--- src/rtl/alu_pkt_former.sv ---
// Packet former for the ALU framer: buffers framed words in a 64x32 data FIFO
// and emits each frame as header / payload / checksum trailer on valid/ready.
module alu_pkt_former (
  input  logic        clk,
  input  logic        rst,
  input  logic        frame,
  input  logic [31:0] frame_data,
  input  logic        pkt_ready,
  output logic        pkt_valid,
  output logic [31:0] pkt_data,
  output logic        pkt_sop,
  output logic        pkt_eop,
  output logic        buf_afull,
  output logic [7:0]  drop_cnt
);

  typedef enum logic [1:0] {IDLE, HDR, PAY, TRL} state_t;

  logic [31:0] dmem [64];
  logic [5:0]  dwr_ptr, drd_ptr;
  logic [6:0]  dcnt;

  logic [36:0] qmem [4];
  logic [1:0]  qwr_ptr, qrd_ptr;
  logic [2:0]  qcnt;

  logic        cap_active, cap_drop;
  logic [4:0]  cap_len, len_nxt;
  logic [31:0] cap_sum, sum_nxt;
  logic        cap_start, cap_admit, dwr_en, desc_push;
  logic [36:0] desc_word;

  state_t      state, state_nxt;
  logic [4:0]  out_len, pay_cnt;
  logic [31:0] out_sum;
  logic        xfer, dread, desc_pop;

  // Admission needs room for a full 31-word frame plus a descriptor slot.
  assign cap_start = frame && !cap_active;
  assign cap_admit = (dcnt <= 7'd33) && (qcnt != 3'd4);
  assign len_nxt   = cap_start ? 5'd1 : cap_len + 5'd1;
  assign sum_nxt   = cap_start ? frame_data : cap_sum + frame_data;
  assign dwr_en    = frame && (cap_start ? cap_admit : !cap_drop);
  assign desc_push = (dwr_en && len_nxt == 5'd31) || (!frame && cap_active && !cap_drop);
  assign desc_word = frame ? {len_nxt, sum_nxt} : {cap_len, cap_sum};

  assign xfer     = pkt_valid && pkt_ready;
  assign dread    = (state == PAY) && xfer;
  assign desc_pop = (state == IDLE) && (qcnt != 3'd0);

  assign buf_afull = (dcnt >= 7'd33) || (qcnt >= 3'd3);

  // NOTE: storage arrays carry no reset; occupancy is governed by the reset pointers and counts.
  always_ff @(posedge clk) begin
    if (dwr_en)    dmem[dwr_ptr] <= frame_data;
    if (desc_push) qmem[qwr_ptr] <= desc_word;
  end

  // NOTE: all state updates use non-blocking assignments so every flop samples pre-edge values.
  always_ff @(posedge clk or posedge rst) begin
    if (rst) begin
      cap_active <= 1'b0;
      cap_drop   <= 1'b0;
      cap_len    <= '0;
      cap_sum    <= '0;
      drop_cnt   <= '0;
    end else begin
      if (frame) begin
        cap_len    <= len_nxt;
        cap_sum    <= sum_nxt;
        cap_active <= (len_nxt != 5'd31);
        if (cap_start) cap_drop <= !cap_admit;
      end else begin
        cap_active <= 1'b0;
      end
      if (cap_start && !cap_admit && drop_cnt != 8'hFF) drop_cnt <= drop_cnt + 8'd1;
    end
  end

  always_ff @(posedge clk or posedge rst) begin
    if (rst) begin
      dwr_ptr <= '0;
      drd_ptr <= '0;
      dcnt    <= '0;
      qwr_ptr <= '0;
      qrd_ptr <= '0;
      qcnt    <= '0;
    end else begin
      if (dwr_en)    dwr_ptr <= dwr_ptr + 6'd1;
      if (dread)     drd_ptr <= drd_ptr + 6'd1;
      if (desc_push) qwr_ptr <= qwr_ptr + 2'd1;
      if (desc_pop)  qrd_ptr <= qrd_ptr + 2'd1;
      case ({dwr_en, dread})
        2'b10:   dcnt <= dcnt + 7'd1;
        2'b01:   dcnt <= dcnt - 7'd1;
        default: dcnt <= dcnt;
      endcase
      case ({desc_push, desc_pop})
        2'b10:   qcnt <= qcnt + 3'd1;
        2'b01:   qcnt <= qcnt - 3'd1;
        default: qcnt <= qcnt;
      endcase
    end
  end

  always_ff @(posedge clk or posedge rst) begin
    if (rst) begin
      state   <= IDLE;
      out_len <= '0;
      out_sum <= '0;
      pay_cnt <= '0;
    end else begin
      state <= state_nxt;
      if (desc_pop) begin
        {out_len, out_sum} <= qmem[qrd_ptr];
        pay_cnt            <= 5'd1;
      end else if (dread) begin
        pay_cnt <= pay_cnt + 5'd1;
      end
    end
  end

  always_comb begin
    state_nxt = state;
    case (state)
      IDLE:    if (qcnt != 3'd0) state_nxt = HDR;
      HDR:     if (xfer) state_nxt = PAY;
      PAY:     if (xfer && pay_cnt == out_len) state_nxt = TRL;
      TRL:     if (xfer) state_nxt = IDLE;
      default: state_nxt = IDLE;
    endcase
  end

  // NOTE: every output gets a default before the case so no latch is inferred.
  always_comb begin
    pkt_valid = 1'b0;
    pkt_sop   = 1'b0;
    pkt_eop   = 1'b0;
    pkt_data  = '0;
    case (state)
      HDR: begin
        pkt_valid = 1'b1;
        pkt_sop   = 1'b1;
        pkt_data  = {8'hA5, 19'd0, out_len};
      end
      PAY: begin
        pkt_valid = 1'b1;
        pkt_data  = dmem[drd_ptr];
      end
      TRL: begin
        pkt_valid = 1'b1;
        pkt_eop   = 1'b1;
        pkt_data  = out_sum;
      end
      default: ;
    endcase
  end

endmodule
--- config.mk ---
export PLATFORM = sky130hd
export DESIGN_NAME = alu_pkt_former
export DESIGN_NICKNAME = d
export VERILOG_FILES = /design/src/rtl/alu_pkt_former.sv
export SDC_FILE = /design/constraint.sdc
export NUM_CORES = 2
export LEC_CHECK = 0
export CAP_MARGIN = 10
export CORE_UTILIZATION = 25
export CTS_CLUSTER_SIZE = 10
export DETAILED_ROUTE_END_ITERATION = 10
export SETUP_SLACK_MARGIN = 0.3
export SLEW_MARGIN = 20
export SYNTH_ARGS = -nofsm -noshare
export SYNTH_HDL_FRONTEND = slang
export SYNTH_SLANG_ARGS = --single-unit
--- constraint.sdc ---
create_clock -name clk -period 4 [get_ports clk]
set_clock_uncertainty 0.2 [all_clocks]
set_input_delay 1 -clock clk [delete_from_list [all_inputs] [get_ports clk]]
set_output_delay 1 -clock clk [all_outputs]
set_load 0.05 [all_outputs]
==> results by group <==
Yosys
  • Post-Syn Nets: between 4000 and 5000
  • Synthesized area: between 0.09 and 0.1 mm2
  • Post-synth EDFFs: 2196
  • Yosys reg bits: approximately 2300
  • Top-count cell post-synth: edfxtp_1
  • Synth top area cells: edfxtp_1 73%, mux4_2 17%, dfrtp_1 3.2%, nand2_1 0.85%, ha_1 0.72%
  • Post-synthesis cell type count: 59
  • Post-synth top cells: 2196 x edfxtp_1, 693 x mux4_2, 206 x nand2_1
  • Syn avg cell area: around 22 um2
  • Share of the yosys chip area belonging to registers: about three quarters
  • Leading area contributor after synthesis: edfxtp_1
  • Post-synth top flop: edfxtp_1
  • Synth warnings: 0
  • Cells after synthesis: 4044
  • Synth top area share: between 70% and 80%
  • Synth async-reset ratio: ~5.1%

Flow run
  • Max_cap viols: 0

Die
  • Die area: 0.364 mm2
  • Initial Utilization: 25.2%
  • Die height: roughly 600 um
  • FP Rows: 220
  • I/O pins: 80
  • Chip Width: about 600 um
  • Core area: roughly 0.36 mm2

Global route
  • GRT overflow: 0
  • First-pass GRT wire length: between 300 and 400 mm
  • Antenna violations before repair: 17
  • Largest net degree at the start of global routing: 66
  • Vias in the first global route: around 46000
  • Total track usage: a little over an eighth

Placed design
  • Gpl congestion: roughly 0.82
  • Setup WS pre-CTS: -0.706 ns
  • Dpl cells: 9122
  • Dpl hpwl: about 150 mm
  • Port buffer count: 79

Outcome
  • Failing checks: setup timing
  • Outcome: finished, violations left

Worst setup path
  • Crit Reg-Reg Endpoint: dcnt[6]
  • CP Cell Sequence: buf_12 > buf_12 > buf_16 > mux4_2 > mux4_2 > mux4_2 > a222oi_1 > nor2_1 > buf_6
  • Worst Reg-to-Reg Cells: 19
  • Worst EP required: roughly 2.8 ns
  • CP max stage cell: mux4_2
  • CP endpoint kind: output port
  • Bufs and invs on worst path: 4
  • CP Launch Type: flop
  • Worst Path Arrival: a little over 4 ns
  • Maximum fanout along the worst path: 9
  • Instance count on the critical path: 9
  • RR Startpoint: dcnt[2]
  • CP top delay family: multiplexers
  • Most frequent CP cell: mux4_2
  • Flop2flop setup slack: 0.38 ns
  • CP peak stage delay: 0.59 ns
  • Critical Path Start: drd_ptr[0]
  • Worst Setup Path Type: reg2out
  • CP endpoint: pkt_data[0]

Finish
  • # fillers: around 34000
  • Fin nets: between 4000 and 5000
  • Non-Filler Instances: about 9600
  • Area growth, synth to finish: 22.5%
  • Layout cells sized above 1: between 30% and 40%

Power
  • Static leakage: approximately 35 nW
  • Max rail drop VDD: around 470 uV
  • Pwr dens: about 670 mW/mm2
  • Design Power: around 0.074 W

Detailed routing
  • Vias per cell: between 4 and 5
  • Pre-Repair DR Iteration Count: 7
  • Drt wl/cell: approximately 26 um
  • Routed Antenna Nets: 0
  • Vias post-DR: 45500
  • Drt first-iter violations: approximately 5000
  • Final WL: around 250 mm
  • DRC Markers: 0

STA
  • Final setup vio count: 32
  • Hold Slack: approximately 0.27 ns
  • Worst setup margin: -1.35 ns
  • Fmax: approximately 0.19 GHz
  • Worst-margin pin slew: around 0.94 ns
  • Fin. Hold Viols: 0
  • Slew Limit Headroom: between 30% and 40%
  • Pins Over Slew Limit: 0
  • Setup TNS: -39.96 ns
  • Clock period minus worst slack: 5.35 ns
  • Fin crit share: 134%
  • RSZ-0062 raised after global routing: true

CTS
  • CTS tree: done
  • Clock transition at the registers of the reported paths: 0.05 ns
  • Cts bufs inserted: ~280
  • CTS Sinks: between 2000 and 2500
  • Root buf cell: clkbuf_16
  • Clock Latency Late Sink: just over 0.9 ns
  • Clk buf depth: 4
  • Max H-tree Level: 5
  • # hold bufs at CTS: 0

Hold path
  • Hold WC Path Type: in2reg
-- sequential cells by signal, summed over array words and instances (netlist names), 6 cells and up --
signal / flops
dwr_ptr: 6
drop_cnt: 8
cap_sum: 32
drd_ptr: 6
dcnt: 7
out_sum: 32
dmem: 2048
qmem: 148
-- report_power, final --
part | internal [W] | switching, W | leakage [nW]
clock network | 0.0130 | 0.00905 | 3.69
registers | 0.0277 | 0.000712 | 21.2
logic | 0.0116 | 0.0121 | 10.1
total | 0.0523 | 0.0219 | 35.0
-- cell type report --
class / instances / area [um2] / area share (%)
Clock buffer: 351 / 7490 / 6.76
Inverter: 35 / 145 / 0.131
Sequential cell: 2313 / 68900 / 62.1
Timing Repair Buffer: 568 / 6890 / 6.22
Multi-Input combinational cell: 1493 / 21400 / 19.3
Tap cell: 4773 / 5970 / 5.39
Antenna cell: 8 / 20.0 / 0.0181
Clock inverter: 10 / 68.8 / 0.0621
-- cell usage in the layout, fill, tap and decap left out, drive strengths merged, types with 6 or more instances in the layout --
cell	synthesis	final
a211oi	9	9
a21o	20	20
a21oi	64	64
a22o	25	25
a31oi	8	8
and2	8	8
buf	90	546
clkbuf	113	361
clkdlybuf4s50	0	10
clkinv	2	6
dfrtp	117	117
diode	0	8
edfxtp	2196	2196
ha	52	52
inv	33	38
mux2	20	20
mux2i	41	41
mux4	693	693
nand2	206	206
nand3	12	12
nand4	10	10
nor2	125	125
o21ai	50	50
xnor2	39	39
xor2	26	26
-- metrics by stage --
stage	instance area [um2]	util, %
4_1_cts	110000	30.6
2_1_floorplan	91000	-
6_report	111000	30.8
3_5_place_dp	102000	28.4
5_1_grt	111000	30.8
3_3_place_gp	102000	28.4
-- per-layer routing --
| metal | share of wire (%) | routed length, um | track usage (%) |
|---|---|---|---|
| met1 | 42 | 104000 | 18.4 |
| met2 | 48 | 120000 | 22.0 |
| met3 | 7.5 | 18900 | 2.38 |
| met4 | 2.7 | 6860 | 3.80 |
| met5 | 0.0052 | 13 | 0 |
-- worst min-delay path by stage --
stage / start / end / slack, ns / cells past startpoint
floorplan: cap_drop / cap_drop / 0.24 / 2
global placement: out_sum[10] / out_sum[10] / 0.26 / 2
detailed placement: out_sum[18] / out_sum[18] / 0.27 / 2
CTS: frame_data[13] / dmem[3][13] / 0.22 / 1
global route: frame_data[13] / dmem[1][13] / 0.25 / 1
finish: frame_data[13] / dmem[2][13] / 0.27 / 1
-- logic make-up (layout without fill, tap and decap cells) --
family	after synthesis	after routing	share of synthesized area [%]
buf+inv	238	964	1.09
flops	2313	2313	76.1
mux	754	754	18.0
other cells	0	8	0
compound gates	224	224	1.61
fa+ha+maj	55	55	0.785
xor+xnor	65	65	0.629
simple gates	395	395	1.81
-- what timing repair did --
action | in CTS | in global routing
gates resized for setup | 98 | 59
pin swaps | 4 | 22
setup endpoints to repair | 77 | 109
gates cloned | 3 | 10
setup buffers | 13 | 34
-- worst reg2reg max path: stages (launching register included) --
cell	delay [ns]
dfrtp_1	0.39
or4_4	0.54
a221oi_2	0.23
buf_4	0.18
inv_2	0.04
o21ai_2	0.09
buf_4	0.12
and2_4	0.19
inv_8	0.07
ha_4	0.19
inv_4	0.07
fa_2	0.21
inv_2	0.04
a21oi_2	0.11
o21bai_1	0.10
a21o_1	0.18
a21oi_2	0.16
xnor2_1	0.13
nor2_1	0.08
xor2_1	0.16
No activity file was read; power rests on OpenSTA's default activity.
